[src/rtl/csa_pkg.sv]
// ---------------------------------------------------------------------------
// csa_pkg
// Shared constants and helpers for the pipelined carry-select adder.
//   OP_ADD / OP_SUB   : values of the in_sub operation select
//   calc_nseg()       : number of SEG-bit segments in a WIDTH-bit operand
//   sat_max_pos()     : 0x7F..F pattern for a given width (LSB-aligned)
//   sat_min_neg()     : 0x80..0 pattern for a given width (LSB-aligned)
// The saturation helpers return a wide vector; callers slice off WIDTH bits.
// ---------------------------------------------------------------------------
package csa_pkg;

   localparam logic OP_ADD = 1'b0;
   localparam logic OP_SUB = 1'b1;

   localparam int SAT_MAX_W = 256;
   localparam logic [SAT_MAX_W-1:0] SAT_ONE = {{(SAT_MAX_W-1){1'b0}}, 1'b1};

   function automatic int calc_nseg(input int width, input int seg);
      return width / seg;
   endfunction

   function automatic logic [SAT_MAX_W-1:0] sat_max_pos(input int width);
      return (SAT_ONE << (width - 1)) - SAT_ONE;
   endfunction

   function automatic logic [SAT_MAX_W-1:0] sat_min_neg(input int width);
      return SAT_ONE << (width - 1);
   endfunction

endpackage

[src/rtl/csa_pipe_adder_if.sv]
// ---------------------------------------------------------------------------
// csa_pipe_adder_if
// Operand/result handshake bundle for csa_pipe_adder.
//   in_valid / in_ready   : operand beat handshake (source -> adder)
//   in_a, in_b            : operands, WIDTH bits
//   in_cin                : carry/borrow chain input
//   in_sub                : 0 = add, 1 = subtract
//   out_valid / out_ready : result handshake (adder -> consumer)
//   out_sum               : result, WIDTH bits
//   out_cout              : carry out of the MSB (no-borrow in subtract)
//   out_ovf               : signed two's-complement overflow
// Modports: master = operand source / result consumer side, slave = adder.
// ---------------------------------------------------------------------------
interface csa_pipe_adder_if #(
   parameter int WIDTH = 16
);

   logic             in_valid;
   logic             in_ready;
   logic [WIDTH-1:0] in_a;
   logic [WIDTH-1:0] in_b;
   logic             in_cin;
   logic             in_sub;
   logic             out_valid;
   logic             out_ready;
   logic [WIDTH-1:0] out_sum;
   logic             out_cout;
   logic             out_ovf;

   modport master (
      output in_valid,
      input  in_ready,
      output in_a,
      output in_b,
      output in_cin,
      output in_sub,
      input  out_valid,
      output out_ready,
      input  out_sum,
      input  out_cout,
      input  out_ovf
   );

   modport slave (
      input  in_valid,
      output in_ready,
      input  in_a,
      input  in_b,
      input  in_cin,
      input  in_sub,
      output out_valid,
      input  out_ready,
      output out_sum,
      output out_cout,
      output out_ovf
   );

endinterface

[src/rtl/csa_segment.sv]
// ---------------------------------------------------------------------------
// csa_segment
// One SEG-bit slice of the carry-select adder. Computes both candidate
// results so the select chain can pick one once the real carry-in is known.
//   seg_a, seg_b : segment operand bits (seg_b already conditionally inverted)
//   sum0, c0     : sum and carry-out assuming carry-in 0
//   sum1, c1     : sum and carry-out assuming carry-in 1
//   msb_c0/1     : carry into the segment MSB for carry-in 0 / 1
// ---------------------------------------------------------------------------
module csa_segment #(
   parameter int SEG = 4
) (
   input  logic [SEG-1:0] seg_a,
   input  logic [SEG-1:0] seg_b,
   output logic [SEG-1:0] sum0,
   output logic [SEG-1:0] sum1,
   output logic           c0,
   output logic           c1,
   output logic           msb_c0,
   output logic           msb_c1
);

   always_comb begin
      {c0, sum0} = {1'b0, seg_a} + {1'b0, seg_b};
      {c1, sum1} = {1'b0, seg_a} + {1'b0, seg_b} + {{SEG{1'b0}}, 1'b1};
      // sum_msb = a ^ b ^ carry_in_msb, so the carry into the MSB falls out
      // of the result without a second adder.
      msb_c0 = sum0[SEG-1] ^ seg_a[SEG-1] ^ seg_b[SEG-1];
      msb_c1 = sum1[SEG-1] ^ seg_a[SEG-1] ^ seg_b[SEG-1];
   end

endmodule

[src/rtl/csa_pipe_adder.sv]
// ---------------------------------------------------------------------------
// csa_pipe_adder
// Two-stage pipelined carry-select adder/subtractor with valid/ready flow
// control. Stage 1 registers both candidate results of every SEG-bit
// segment; stage 2 resolves the carry-select chain into the output register.
// Latency 2 cycles, throughput 1 beat/cycle, capacity 2 beats.
//   clk            : rising-edge clock
//   rst_n          : synchronous active-low reset
//   bus (slave)    : operand and result handshake, see csa_pipe_adder_if
// Parameters: WIDTH (multiple of SEG), SEG (segment width).
// Build option: CSA_SATURATION_EN - when defined, an overflowing result
// saturates to 0x7F..F / 0x80..0; otherwise the sum wraps modulo 2^WIDTH.
// ---------------------------------------------------------------------------
module csa_pipe_adder
   import csa_pkg::*;
#(
   parameter int WIDTH = 16,
   parameter int SEG   = 4
) (
   input  logic               clk,
   input  logic               rst_n,
   csa_pipe_adder_if.slave    bus
);

   localparam int NSEG = calc_nseg(WIDTH, SEG);

   if (SEG < 1 || (WIDTH % SEG) != 0 || NSEG < 1) begin : g_bad_cfg
      $error("csa_pipe_adder: WIDTH must be a non-zero multiple of SEG");
   end

   // ---------------- stage 1: operand conditioning and segments ----------
   logic                      sub_op;
   logic [WIDTH-1:0]          b_eff;
   logic                      c_eff;
   logic [NSEG-1:0][SEG-1:0]  seg_sum0;
   logic [NSEG-1:0][SEG-1:0]  seg_sum1;
   logic [NSEG-1:0]           seg_c0;
   logic [NSEG-1:0]           seg_c1;
   logic [NSEG-1:0]           seg_mc0;
   logic [NSEG-1:0]           seg_mc1;
   logic                      unused_mc;

   assign sub_op = (bus.in_sub == OP_SUB);
   assign b_eff  = bus.in_b ^ {WIDTH{sub_op}};
   assign c_eff  = bus.in_cin ^ sub_op;

   for (genvar i = 0; i < NSEG; i++) begin : g_seg
      csa_segment #(
         .SEG (SEG)
      ) u_seg (
         .seg_a  (bus.in_a[i*SEG +: SEG]),
         .seg_b  (b_eff[i*SEG +: SEG]),
         .sum0   (seg_sum0[i]),
         .sum1   (seg_sum1[i]),
         .c0     (seg_c0[i]),
         .c1     (seg_c1[i]),
         .msb_c0 (seg_mc0[i]),
         .msb_c1 (seg_mc1[i])
      );
   end

   // Only the top segment's MSB carry-in matters for overflow.
   assign unused_mc = ^{seg_mc0, seg_mc1};

   // ---------------- pipeline registers -----------------------------------
   logic                      s1_valid_q, s1_valid_d;
   logic [NSEG-1:0][SEG-1:0]  s1_sum0_q,  s1_sum0_d;
   logic [NSEG-1:0][SEG-1:0]  s1_sum1_q,  s1_sum1_d;
   logic [NSEG-1:0]           s1_c0_q,    s1_c0_d;
   logic [NSEG-1:0]           s1_c1_q,    s1_c1_d;
   logic                      s1_mc0_q,   s1_mc0_d;
   logic                      s1_mc1_q,   s1_mc1_d;
   logic                      s1_ceff_q,  s1_ceff_d;

   logic                      out_valid_q, out_valid_d;
   logic [WIDTH-1:0]          out_sum_q,   out_sum_d;
   logic                      out_cout_q,  out_cout_d;
   logic                      out_ovf_q,   out_ovf_d;

   // ---------------- stage 2: carry-select resolution ---------------------
   logic [NSEG:0]             carry;
   logic [WIDTH-1:0]          sel_sum;
   logic                      sel_mc;
   logic                      sel_cout;
   logic                      sel_ovf;
   logic [WIDTH-1:0]          res_sum;

   always_comb begin : p_select
      carry    = '0;
      sel_sum  = '0;
      carry[0] = s1_ceff_q;
      for (int i = 0; i < NSEG; i++) begin
         carry[i+1]             = carry[i] ? s1_c1_q[i]   : s1_c0_q[i];
         sel_sum[i*SEG +: SEG]  = carry[i] ? s1_sum1_q[i] : s1_sum0_q[i];
      end
      sel_mc   = carry[NSEG-1] ? s1_mc1_q : s1_mc0_q;
      sel_cout = carry[NSEG];
      sel_ovf  = sel_mc ^ sel_cout;
   end

`ifdef CSA_SATURATION_EN
   localparam logic [SAT_MAX_W-1:0] SAT_POS_W = sat_max_pos(WIDTH);
   localparam logic [SAT_MAX_W-1:0] SAT_NEG_W = sat_min_neg(WIDTH);
   localparam logic [WIDTH-1:0]     SAT_POS   = SAT_POS_W[WIDTH-1:0];
   localparam logic [WIDTH-1:0]     SAT_NEG   = SAT_NEG_W[WIDTH-1:0];

   // On overflow both operands share a sign, and that sign equals the carry
   // out of the MSB, so cout picks the saturation rail directly.
   assign res_sum = sel_ovf ? (sel_cout ? SAT_NEG : SAT_POS) : sel_sum;
`else
   assign res_sum = sel_sum;
`endif

   // ---------------- flow control ----------------------------------------
   logic s2_adv;
   logic in_ready;

   assign s2_adv   = !out_valid_q || bus.out_ready;
   assign in_ready = !s1_valid_q || s2_adv;

   always_comb begin : p_next
      s1_valid_d  = s1_valid_q;
      s1_sum0_d   = s1_sum0_q;
      s1_sum1_d   = s1_sum1_q;
      s1_c0_d     = s1_c0_q;
      s1_c1_d     = s1_c1_q;
      s1_mc0_d    = s1_mc0_q;
      s1_mc1_d    = s1_mc1_q;
      s1_ceff_d   = s1_ceff_q;
      out_valid_d = out_valid_q;
      out_sum_d   = out_sum_q;
      out_cout_d  = out_cout_q;
      out_ovf_d   = out_ovf_q;

      // S1 data is loaded even for an idle cycle; s1_valid marks it empty.
      if (in_ready) begin
         s1_valid_d = bus.in_valid;
         s1_sum0_d  = seg_sum0;
         s1_sum1_d  = seg_sum1;
         s1_c0_d    = seg_c0;
         s1_c1_d    = seg_c1;
         s1_mc0_d   = seg_mc0[NSEG-1];
         s1_mc1_d   = seg_mc1[NSEG-1];
         s1_ceff_d  = c_eff;
      end

      // Result fields only change when a new beat moves in, so they stay
      // stable while stalled and after the last beat drains.
      if (s2_adv) begin
         out_valid_d = s1_valid_q;
         if (s1_valid_q) begin
            out_sum_d  = res_sum;
            out_cout_d = sel_cout;
            out_ovf_d  = sel_ovf;
         end
      end
   end

   always_ff @(posedge clk) begin
      if (!rst_n) begin
         s1_valid_q  <= 1'b0;
         s1_sum0_q   <= '0;
         s1_sum1_q   <= '0;
         s1_c0_q     <= '0;
         s1_c1_q     <= '0;
         s1_mc0_q    <= 1'b0;
         s1_mc1_q    <= 1'b0;
         s1_ceff_q   <= 1'b0;
         out_valid_q <= 1'b0;
         out_sum_q   <= '0;
         out_cout_q  <= 1'b0;
         out_ovf_q   <= 1'b0;
      end else begin
         s1_valid_q  <= s1_valid_d;
         s1_sum0_q   <= s1_sum0_d;
         s1_sum1_q   <= s1_sum1_d;
         s1_c0_q     <= s1_c0_d;
         s1_c1_q     <= s1_c1_d;
         s1_mc0_q    <= s1_mc0_d;
         s1_mc1_q    <= s1_mc1_d;
         s1_ceff_q   <= s1_ceff_d;
         out_valid_q <= out_valid_d;
         out_sum_q   <= out_sum_d;
         out_cout_q  <= out_cout_d;
         out_ovf_q   <= out_ovf_d;
      end
   end

   assign bus.in_ready  = in_ready;
   assign bus.out_valid = out_valid_q;
   assign bus.out_sum   = out_sum_q;
   assign bus.out_cout  = out_cout_q;
   assign bus.out_ovf   = out_ovf_q;

endmodule

[src/flat_wrapper.sv]
// flat-port wrapper written by rule: the top's interface ports become plain ports
module csa_pipe_adder_flat import csa_pkg::*;
#(
   parameter int WIDTH = 16,
   parameter int SEG   = 4
)
  (clk, rst_n, bus_in_valid, bus_in_ready, bus_in_a, bus_in_b, bus_in_cin, bus_in_sub, bus_out_valid, bus_out_ready, bus_out_sum, bus_out_cout, bus_out_ovf);
  csa_pipe_adder_if #(.WIDTH(WIDTH)) bus_i ();
  input  logic clk;
  input  logic rst_n;
  input wire logic [$bits(bus_i.in_valid)-1:0] bus_in_valid;
  output wire logic [$bits(bus_i.in_ready)-1:0] bus_in_ready;
  input wire logic [$bits(bus_i.in_a)-1:0] bus_in_a;
  input wire logic [$bits(bus_i.in_b)-1:0] bus_in_b;
  input wire logic [$bits(bus_i.in_cin)-1:0] bus_in_cin;
  input wire logic [$bits(bus_i.in_sub)-1:0] bus_in_sub;
  output wire logic [$bits(bus_i.out_valid)-1:0] bus_out_valid;
  input wire logic [$bits(bus_i.out_ready)-1:0] bus_out_ready;
  output wire logic [$bits(bus_i.out_sum)-1:0] bus_out_sum;
  output wire logic [$bits(bus_i.out_cout)-1:0] bus_out_cout;
  output wire logic [$bits(bus_i.out_ovf)-1:0] bus_out_ovf;
  assign bus_i.in_valid = bus_in_valid;
  assign bus_in_ready = bus_i.in_ready;
  assign bus_i.in_a = bus_in_a;
  assign bus_i.in_b = bus_in_b;
  assign bus_i.in_cin = bus_in_cin;
  assign bus_i.in_sub = bus_in_sub;
  assign bus_out_valid = bus_i.out_valid;
  assign bus_i.out_ready = bus_out_ready;
  assign bus_out_sum = bus_i.out_sum;
  assign bus_out_cout = bus_i.out_cout;
  assign bus_out_ovf = bus_i.out_ovf;
  csa_pipe_adder #(.WIDTH(WIDTH), .SEG(SEG)) u_core (.clk(clk), .rst_n(rst_n), .bus(bus_i));
endmodule
[config.mk]
export PLATFORM = sky130hd
export DESIGN_NAME = csa_pipe_adder_flat
export DESIGN_NICKNAME = d
export VERILOG_FILES = /design/src/rtl/csa_pkg.sv /design/src/rtl/csa_pipe_adder_if.sv /design/src/rtl/csa_segment.sv /design/src/rtl/csa_pipe_adder.sv /design/src/flat_wrapper.sv
export SDC_FILE = /design/constraint.sdc
export NUM_CORES = 1
export LEC_CHECK = 0
export CAP_MARGIN = 30
export CORE_ASPECT_RATIO = 1.5
export CORE_MARGIN = 1.5
export CORE_UTILIZATION = 49
export DETAILED_ROUTE_END_ITERATION = 10
export GPL_TIMING_DRIVEN = 0
export PLACE_DENSITY = 0.86
export SETUP_SLACK_MARGIN = 0.4
export SLEW_MARGIN = 20
export SYNTH_ARGS = -nofsm -noshare
export SYNTH_HDL_FRONTEND = slang
export SYNTH_HIERARCHICAL = 1
export SYNTH_SLANG_ARGS = --single-unit
[constraint.sdc]
create_clock -name clk -period 2.7 [get_ports clk]
set_input_delay 0.405 -clock clk [delete_from_list [all_inputs] [get_ports clk]]
set_output_delay 0.405 -clock clk [all_outputs]
set_load 0.02 [all_outputs]
== Word-level counts from Yosys, hierarchy flattened ==
Index checks and enable logic that the tools add are counted.
Widths: inputs -> output; s select.
Word-level totals
  bits in registers: 63
  output and inout bits: 20
  word-level logic and storage cells: 47
Cells by class
  $add $sub $neg: 8
  mux-type cells: 9
  bitwise logic cells: 7
  reduce and logical (&&, ||, !) cells: 5
Operators by type and width (count)
  $add 4x4->5: 4
  $add 5x1->5 const B: 4
  $mux 4: 4
  $xor 16x16->16: 1
  $xor 1x1->1: 6
  $mux 1: 5
  $logic_not 1->1: 2
  $logic_or 1x1->1: 2
  $reduce_and 2->1: 1

== Longest topological paths before layout ==
Gate-level depths: netlist (run 1).
  word-level depth: 5
  depth in mapped cells: 11
  gate-level depth less buffers: 9

== Cells and area by module ==
The synthesis (run 1) kept the hierarchy.
Modules (own cells, without submodules)
  csa_pipe_adder: times used 1, cells each 299, area an instance 2688.8 um^2, seq. area each 1261.2 um^2
  csa_segment (u_core.g_seg[1].u_seg ...): times used 3, cells each 27, area an instance 240.2 um^2, seq. area each 0.0 um^2
  csa_segment (u_core.g_seg[0].u_seg): times used 1, cells each 27, area an instance 245.2 um^2, seq. area each 0.0 um^2

== Worst setup path before layout (run 1) ==
Ideal clock, no wire load.
  path type: in2reg
  from: input port bus_in_sub
  to: register u_core.s1_c1_q[2]
  library setup time: 0.076 ns
  arrival: 2.611 ns
  slack: 0.014 ns
  cell stages on the path: 11
  path buffers: 2
  path through: clkbuf_1 buf_2 xor2_1 ha_1 fa_1 ha_1 nand2_1 nor3_2 xor2_1 nand2_1 a21boi_0
RTL lines
  start: declaration: line flat_wrapper.sv:16  | input wire logic [$bits(bus_i.in_sub)-1:0] bus_in_sub;
  end signal: assignment: line csa_pipe_adder.sv:165  | s1_c1_q <= '0;
  end signal: assignment: line csa_pipe_adder.sv:178  | s1_c1_q <= s1_c1_d;
  end: declaration: line csa_pipe_adder.sv:70  | logic [NSEG-1:0] s1_c1_q, s1_c1_d;

== Worst setup path after layout (run 1) ==
  from: input port bus_out_ready
  to: output port bus_in_ready
On the way
  cells in the longest elaborated chain, start to end: 2
RTL lines
  start: declaration: line flat_wrapper.sv:18  | input wire logic [$bits(bus_i.out_ready)-1:0] bus_out_ready;
  $logic_or 1x1->1: line csa_pipe_adder.sv:118  | assign s2_adv = !out_valid_q || bus.out_ready;
  $logic_or 1x1->1: line csa_pipe_adder.sv:119  | assign in_ready = !s1_valid_q || s2_adv;
  end: declaration: line flat_wrapper.sv:12  | output wire logic [$bits(bus_i.in_ready)-1:0] bus_in_ready;
No other way between the ends.

==> impl_metrics.py, run 1 <==
metrics = {
    "run_status": {
        "status": "finished, final reports clean",
    },
    "placement": {
        "routabilityCongestion": 0.7881,
        "hpwl_um": 5708,
        "post_dp_cell_area_um2": 4195,
        "dp.cells": 525,
        "portBuffers": 55,
    },
    "sta": {
        "finalHoldViolCount": 0,
        "drv_slew": 0,
        "grt_setup_unrepaired": "false",
        "maxSlewHeadroom_pct": 63.97,
        "fmax_mhz": 443.7,
        "fin_crit_ns": 2.254,
        "tns_ns": 0,
        "finalSetupViolCount": 0,
        "fin_skew_ns": 0.003949,
        "period_share_pct": 83.48,
        "worstMarginPinSlew_ns": 0.5405,
    },
    "grt": {
        "gr-total-overflow": 0,
        "grtUsageTotal_pct": 21.16,
        "grt_pass1_vias": 2910,
        "grt_pass1_wl_um": 12900,
        "grt_max_degree": 11,
        "antenna_found_initial": 0,
    },
    "synth": {
        "yosysWarnings": 6,
        "synth.avg_cell_area_um2": 8.944,
        "synth_area_um2": 3506,
        "syn_nets": 454,
        "synth_cells": 392,
    },
    "drt": {
        "drc": 0,
        "wl_per_cell_um": 14.21,
        "routed_wl_um": 7816,
        "drt_iter0_drc": 103,
        "vias": 2921,
        "ant_nets": 0,
        "first_pass_iters": 4,
        "via_per_inst": 5.311,
    },
    "worst_setup_path": {
        "arrival_ns": 1.85,
        "cp_max_fo": 10,
        "cp-start-kind": "primary input",
        "r2r_slack_ns": 0.76,
        "rr_startpoint": "u_core/s1_ceff_q",
        "crit_start": "bus_out_ready",
        "required_ns": 2.30,
        "end_kind": "primary output",
        "worstSetupPathType": "in2out",
    },
    "power": {
        "p_leak_nw": 2.019,
        "p_clk_share_pct": 27.6,
        "power_frac_comb_pct": 31.9,
        "power.total_w": 0.002825,
        "peakVddDrop_mv": 0.2555,
        "power_per_cell_area_nw_per_um2": 625.0,
        "p_sw_share_pct": 30.57,
        "seqPwrFrac_pct": 40.5,
        "power.internal_w": 0.001962,
        "p_sw_w": 0.0008637,
    },
    "floorplan": {
        "die_h_um": 106.6,
        "io_pins": 58,
        "dieWidth_um": 72.07,
        "core-area_um2": 6898,
        "std_cell_rows": 37,
        "dieArea_um2": 7682,
        "start_util_pct": 50.83,
    },
    "cells_and_area": {
        "syn_to_final_growth_pct": 28.94,
        "finalNonFillerCells": 550,
        "fin_area_um2": 4521,
        "drive_gt1_share_pct": 12.92,
        "n_antenna_cell": 0,
        "nets": 529,
    },
    "clock_network": {
        "cts_tree": "done",
        "cts_root_buf": "clkbuf_8",
        "cts_buffers": 9,
        "cts.htree.levels": 3,
        "insertion_delay_ns": 0.33,
        "cts_hold_buf": 0,
        "clk_pin_slew_worst_paths_ns": 0.06,
        "cts_buffer_depth": 2,
        "clock-sinks": 63,
    },
    "hold_path": {
        "hold_path_class": "reg2reg",
        "min_from": "u_core/s1_sum0_q[15]",
    },
    "job": {
        "drv_cap": 0,
    },
}
final timing paths:
| path | endpoint | depth (start not counted) |
|---|---|---|
| worst min register to register | u_core/s1_sum0_q[15] | 2 |
| worst max register to register | u_core/bus.out_sum[13] | 5 |
| worst max-delay path | bus_in_ready | 7 |
| worst min-delay path | u_core/s1_sum0_q[15] | 2 |
metrics by stage:
step / setup WS [ns] / hold WS [ns] / utilization (%)
finish: 0.4461 / 0.4643 / 65.54
global route: 0.4032 / 0.4815 / 65.54
CTS: 0.4213 / 0.4635 / 64.28
detailed placement: 0.01356 / 0.4551 / 60.82
global placement: 0.02615 / 0.4479 / 60.82
floorplan: 0.3810 / 0.4403 / -
repair_timing:
item	in CTS	in global routing
pin swaps	3	19
buffers inserted	5	4
endpoints found under the setup margin	3	12
resized for setup	8	14
cell usage in the layout (no fill, tap or decap), types with 2 or more instances in the layout:
cell	instances
a21boi_0	38
a21boi_1	4
a21oi_1	21
and2_1	2
and3_1	4
and3_2	4
buf_4	9
buf_6	2
clkbuf_1	20
clkbuf_8	10
clkdlybuf4s50_1	52
clkinv_2	3
dfxtp_1	63
dlymetal6s2s_1	2
fa_2	4
ha_1	12
ha_2	5
ha_4	3
inv_1	8
mux2i_1	20
mux2i_4	3
nand2_1	98
nand3_1	4
nor2_1	3
nor3_2	4
o211a_1	9
o21a_1	2
o21ai_0	9
o21bai_1	4
xnor2_1	3
xor2_1	31
xor2_2	4
layout make-up:
cell class / count / area, um2
Buffer: 23 / 135.1
Clock buffer: 12 / 145.1
Clock inverter: 4 / 45.04
Fill cell: 540 / 2377
Inverter: 9 / 33.78
Multi-Input combinational cell: 297 / 2178
Sequential cell: 63 / 1261
Tap cell: 78 / 97.59
Timing Repair Buffer: 64 / 624.3
power groups by stage:
stage / clock, W / sequential, W / combinational (W)
3_3_place_gp: 0 / 0.00116 / 0.000765
5_1_grt: 0.000841 / 0.00116 / 0.000988
4_1_cts: 0.000797 / 0.00114 / 0.000838
6_report: 0.000779 / 0.00114 / 0.000902
3_5_place_dp: 0 / 0.00116 / 0.000797
2_1_floorplan: 0 / 0.00117 / 0.000553
worst max-delay path, stage by stage:
cell	delay [ns]
clkdlybuf4s50_1	0.47
nor2b_2	0.05
and2_1	0.15
buf_2	0.17
inv_2	0.15
buf_6	0.17
clkdlybuf4s15_2	0.27
registers in the layout (all words and copies together) (netlist names), 4 cells and up:
| signal | count |
|---|---|
| u_core/s1_sum0_q | 16 |
| u_core/bus.out_sum | 16 |
| u_core/s1_c1_q | 4 |
| u_core/s1_sum1_q | 16 |
| u_core/s1_c0_q | 4 |
routing by layer:
metal  routed length [um]  global-route usage [%]  part of all wire (%)  vias up
met5                    0                       0                     0        -
met4                  177                   8.625                   2.3        0
met3                  325                   4.135                   4.2       14
met2                 4215                   38.82                    54       84
met1                 3098                   23.29                    40     1361
li1                     -                       -                     -     1462
Note: power is estimated with default switching activity, not from simulation.
==> run 2: changes to the inputs <==
- CORE_UTILIZATION: 49 -> 50
- PLACE_DENSITY: 0.86 -> 0.84
- clock period: 2.7 -> 2.28 ns (I/O delays scaled with it)
==> impl_metrics.py, run 2 (synthesis results as in run 1) <==
metrics = {
    "sta": {
        "finalSetupViolCount": 0,
        "fin_crit_ns": 2.043,
        "worstMarginPinSlew_ns": 0.5712,
        "fmax_mhz": 489.4,
        "grt_setup_unrepaired": "true",
        "drv_slew": 0,
        "fin_skew_ns": 0.009647,
        "finalHoldViolCount": 0,
        "period_share_pct": 89.62,
        "maxSlewHeadroom_pct": 61.92,
    },
    "clock_network": {
        "clk_pin_slew_worst_paths_ns": 0.07,
        "cts_hold_buf": 0,
        "cts_root_buf": "clkbuf_8",
        "cts.htree.levels": 3,
        "insertion_delay_ns": 0.34,
        "cts_tree": "done",
        "clock-sinks": 63,
        "cts_buffers": 9,
        "cts_buffer_depth": 2,
    },
    "worst_setup_path": {
        "rr_startpoint": "u_core/bus.out_valid",
        "cp_max_fo": 4,
        "endpoint": "u_core/s1_c1_q[0]",
        "rr_endpoint": "u_core/s1_c0_q[3]",
        "cp-start-kind": "primary input",
        "reg2regPathDepth": 7,
        "crit_start": "bus_in_sub",
        "arrival_ns": 2.32,
        "r2r_slack_ns": 0.48,
        "end_kind": "flip-flop",
        "worstSetupPathType": "in2reg",
        "required_ns": 2.56,
    },
    "power": {
        "power_per_cell_area_nw_per_um2": 716.1,
        "seqPwrFrac_pct": 37.4,
        "power_frac_comb_pct": 37.9,
        "peakVddDrop_mv": 0.3485,
        "power.internal_w": 0.002455,
        "p_sw_w": 0.001189,
        "p_leak_nw": 2.239,
        "p_sw_share_pct": 32.63,
        "power.total_w": 0.003644,
        "p_clk_share_pct": 24.8,
    },
    "grt": {
        "gr-total-overflow": 0,
        "antenna_found_initial": 0,
        "grt_max_degree": 11,
        "grt_pass1_wl_um": 13990,
        "grt_pass1_vias": 3101,
        "grtUsageTotal_pct": 23.46,
    },
    "placement": {
        "dp.cells": 525,
        "post_dp_cell_area_um2": 4234,
        "hpwl_um": 5619,
        "portBuffers": 55,
        "routabilityCongestion": 0.8226,
    },
    "cells_and_area": {
        "finalNonFillerCells": 578,
        "syn_to_final_growth_pct": 45.15,
        "nFillCells": 438,
        "nets": 559,
        "drive_gt1_share_pct": 25.00,
        "mostFrequentLayoutCells": "nand2_1 (95), dfxtp_1 (63), clkdlybuf4s50_1 (41)",
        "fin_area_um2": 5089,
        "final_common_cell": "nand2_1",
        "n_antenna_cell": 0,
    },
    "drt": {
        "routed_wl_um": 9738,
        "wl_per_cell_um": 16.85,
        "vias": 3222,
        "ant_nets": 0,
        "drt_iter0_drc": 242,
        "drc": 0,
        "via_per_inst": 5.574,
        "first_pass_iters": 4,
    },
    "floorplan": {
        "core-area_um2": 6805,
        "start_util_pct": 51.52,
        "dieWidth_um": 71.37,
        "die_h_um": 105.6,
        "io_pins": 58,
        "dieArea_um2": 7533,
        "std_cell_rows": 37,
    },
    "hold_path": {
        "hold_path_class": "reg2reg",
    },
    "run_status": {
        "status": "finished, final reports clean",
    },
    "job": {
        "drv_cap": 0,
    },
}
## run 2: how the worst min path moves through the flow
stage	start	to	cells past startpoint
CTS	rst_n	u_core/s1_mc0_q	2
detailed placement	u_core/s1_sum1_q[14]	u_core/s1_sum1_q[14]	2
global route	u_core/s1_sum1_q[7]	u_core/s1_sum1_q[7]	2
global placement	u_core/s1_sum1_q[3]	u_core/s1_sum1_q[3]	2
floorplan	u_core/s1_sum1_q[10]	u_core/s1_sum1_q[10]	2
finish	u_core/s1_sum1_q[7]	u_core/s1_sum1_q[7]	2
## run 2: metrics by stage
step | util, % | TNS, ns | hold slack (ns) | setup WS (ns)
after floorplan | - | 0 | 0.4344 | 0.02408
after global placement | 62.22 | -1.800 | 0.4438 | -0.2725
after detailed placement | 62.22 | -2.370 | 0.4479 | -0.2895
after CTS | 68.36 | 0 | 0.4440 | 0.2602
after global routing | 74.77 | 0 | 0.4791 | 0.1450
final | 74.77 | 0 | 0.4542 | 0.2366
## run 2: layout make-up
type | count | area (um2) | share of cell area (%)
Clock buffer | 14 | 182.7 | 3.590
Multi-Input combinational cell | 297 | 2492 | 48.98
Buffer | 23 | 150.1 | 2.951
Timing Repair Buffer | 94 | 868.3 | 17.06
Sequential cell | 63 | 1261 | 24.78
Inverter | 9 | 36.28 | 0.7131
Tap cell | 78 | 97.59 | 1.918
## run 2: layer usage
metal	vias to the layer above	GRT usage (%)	wire [um]
li1	1517	-	-
met1	1574	26.06	3696
met2	99	41.93	5437
met3	32	3.920	318
met4	0	11.86	286
met5	-	0	0
## run 2: power groups by stage
stage / clock network, W / logic, W / registers, W
global route: 0.000965 / 0.00147 / 0.00138
CTS: 0.000893 / 0.00111 / 0.00135
detailed placement: 0 / 0.000969 / 0.00138
global placement: 0 / 0.000935 / 0.00137
floorplan: 0 / 0.000681 / 0.00139
finish: 0.000903 / 0.00138 / 0.00136
## run 2: what timing repair did
| item | CTS | global route |
|---|---|---|
| buffers inserted | 20 | 19 |
| endpoints found under the setup margin | 20 | 25 |
| endpoints found under the hold margin | 0 | 0 |
| resized for setup | 44 | 54 |
| pin swaps | 33 | 29 |
| cloned | 0 | 0 |
## run 2: critical path: stages
cell,delay [ns]
clkbuf_16,0.14
buf_12,0.12
xor2_1,0.16
ha_2,0.19
fa_2,0.57
ha_4,0.15
nand2_2,0.06
nor3_2,0.19
xor2_1,0.18
nand2_1,0.08
a21boi_1,0.13
==> run 3: changes to the inputs <==
- GPL_ROUTABILITY_DRIVEN: unset -> 0
- clock period: 2.28 -> 2.61 ns (I/O delays scaled with it)
==> impl_metrics.py, run 3 (synthesis results as in run 1) <==
metrics = {
    "sta": {
        "grt_setup_unrepaired": "true",
        "worstMarginPinSlew_ns": 0.5253,
        "fin_crit_ns": 2.203,
        "period_share_pct": 84.42,
        "fin_ws_ns": 0.4067,
        "fin_skew_ns": 0.006502,
        "finalSetupViolCount": 0,
        "finalHoldViolCount": 0,
        "drv_slew": 0,
        "fmax_mhz": 453.9,
        "tns_ns": 0,
        "maxSlewHeadroom_pct": 64.98,
    },
    "grt": {
        "grt_pass1_wl_um": 12260,
        "grt_pass1_vias": 2856,
        "gr-total-overflow": 0,
        "grt_max_degree": 11,
        "antenna_found_initial": 0,
        "busiest_layer": "met2",
        "grtUsageTotal_pct": 20.54,
        "met2_usage_pct": 37.30,
        "gr-usage-met3_pct": 3.728,
        "use_met1_pct": 23.29,
    },
    "drt": {
        "routed_wl_um": 7420,
        "first_pass_iters": 4,
        "wl_per_cell_um": 13.56,
        "vias": 2873,
        "drt_iter0_drc": 169,
        "drc": 0,
        "via_per_inst": 5.252,
        "ant_nets": 0,
    },
    "placement": {
        "portBuffers": 55,
        "dp.cells": 525,
        "place_worst_setup_slack_ns": -0.03014,
        "hpwl_um": 5586,
    },
    "worst_setup_path": {
        "arrival_ns": 1.81,
        "required_ns": 2.22,
        "cp_max_fo": 10,
        "cp-start-kind": "primary input",
        "end_kind": "primary output",
        "worstSetupPathType": "in2out",
    },
    "floorplan": {
        "dieWidth_um": 71.37,
        "core-area_um2": 6805,
        "dieArea_um2": 7533,
        "io_pins": 58,
        "std_cell_rows": 37,
        "die_h_um": 105.6,
        "start_util_pct": 51.52,
    },
    "cells_and_area": {
        "n_antenna_cell": 0,
        "syn_to_final_growth_pct": 28.55,
        "mostFrequentLayoutCells": "nand2_1 (97), dfxtp_1 (63), clkdlybuf4s50_1 (50)",
        "drive_gt1_share_pct": 12.79,
        "finalNonFillerCells": 547,
        "final_common_cell": "nand2_1",
        "nets": 528,
        "seqCellArea_um2": 1261,
        "postLayoutCoreUtil_pct": 66.23,
        "multi_input_area_um2": 2191,
        "nFillCells": 529,
    },
    "clock_network": {
        "cts_buffers": 9,
        "clk_pin_slew_worst_paths_ns": 0.06,
        "cts_tree": "done",
        "cts.htree.levels": 3,
        "cts_buffer_depth": 2,
        "cts_root_buf": "clkbuf_8",
        "insertion_delay_ns": 0.33,
        "clock-sinks": 63,
    },
    "power": {
        "power_per_cell_area_nw_per_um2": 627.0,
        "p_leak_nw": 2.020,
        "peakVddDrop_mv": 0.3207,
        "power.total_w": 0.002826,
    },
    "run_status": {
        "status": "finished, final reports clean",
    },
    "hold_path": {
        "hold_path_class": "reg2reg",
    },
    "job": {
        "drv_cap": 0,
    },
}
## run 3: changes by cell type in the layout (fill, tap and decap cells not counted), sizes merged
cell,previous run,this run
clkdlybuf4s50,41,50
clkdlybuf4s15,0,1
dlymetal6s2s,2,4
dlygate4sd2,9,0
clkinv,0,1
buf,46,11
## run 3: final cells by class
cell class / instances / share of cell area (%)
timing repair buffer: 63 / 13.80
multi-input combinational: 297 / 48.61
clock inverter: 1 / 0.1110
tap: 78 / 2.165
clock buffer: 13 / 3.526
inverter: 9 / 0.7496
buffer: 23 / 3.054
sequential: 63 / 27.98
## run 3: critical path: stages
cell and delay, ns:
clkdlybuf4s50_1 0.48, nor2b_2 0.05, and2_1 0.16, clkbuf_4 0.17, inv_2 0.13, buf_6 0.16
clkdlybuf4s15_2 0.26
## run 3: path summary, 6_finish.rpt
path / from / end / slack [ns] / cells past startpoint
setup reg to reg: u_core/s1_ceff_q / u_core/bus.out_sum[13] / 0.68 / 5
hold reg to reg: u_core/s1_sum1_q[7] / u_core/s1_sum1_q[7] / 0.46 / 2
setup / recovery: bus_out_ready / bus_in_ready / 0.41 / 7
hold / removal: u_core/s1_sum1_q[7] / u_core/s1_sum1_q[7] / 0.46 / 2
## run 3: through the flow
| step | hold WS [ns] | cell area (um2) |
|---|---|---|
| final | 0.4582 | 4507 |
| after floorplan | 0.4403 | 3557 |
| after global placement | 0.4476 | 4205 |
| after global routing | 0.4858 | 4507 |
| after detailed placement | 0.4601 | 4205 |
| after CTS | 0.4527 | 4403 |
## run 3: repair_timing
item | CTS | global route
buffers inserted | 2 | 6
hold buffers | 0 | 0
gates resized for setup | 8 | 16
pin swaps | 9 | 22
endpoints found under the setup margin | 7 | 11
## run 3: where the power goes
part           total (W)  leakage (nW)  internal (W)  switching (W)
clock           0.000725        0.0854      0.000385       0.000340
sequential       0.00118         0.523       0.00110      0.0000793
combinational   0.000918          1.41      0.000455       0.000463
## run 3: routing by layer
layer	wire [um]	part of all wire, %
met5	0	0
met1	3118	42
met2	3911	53
met3	246	3.3
met4	144	1.9
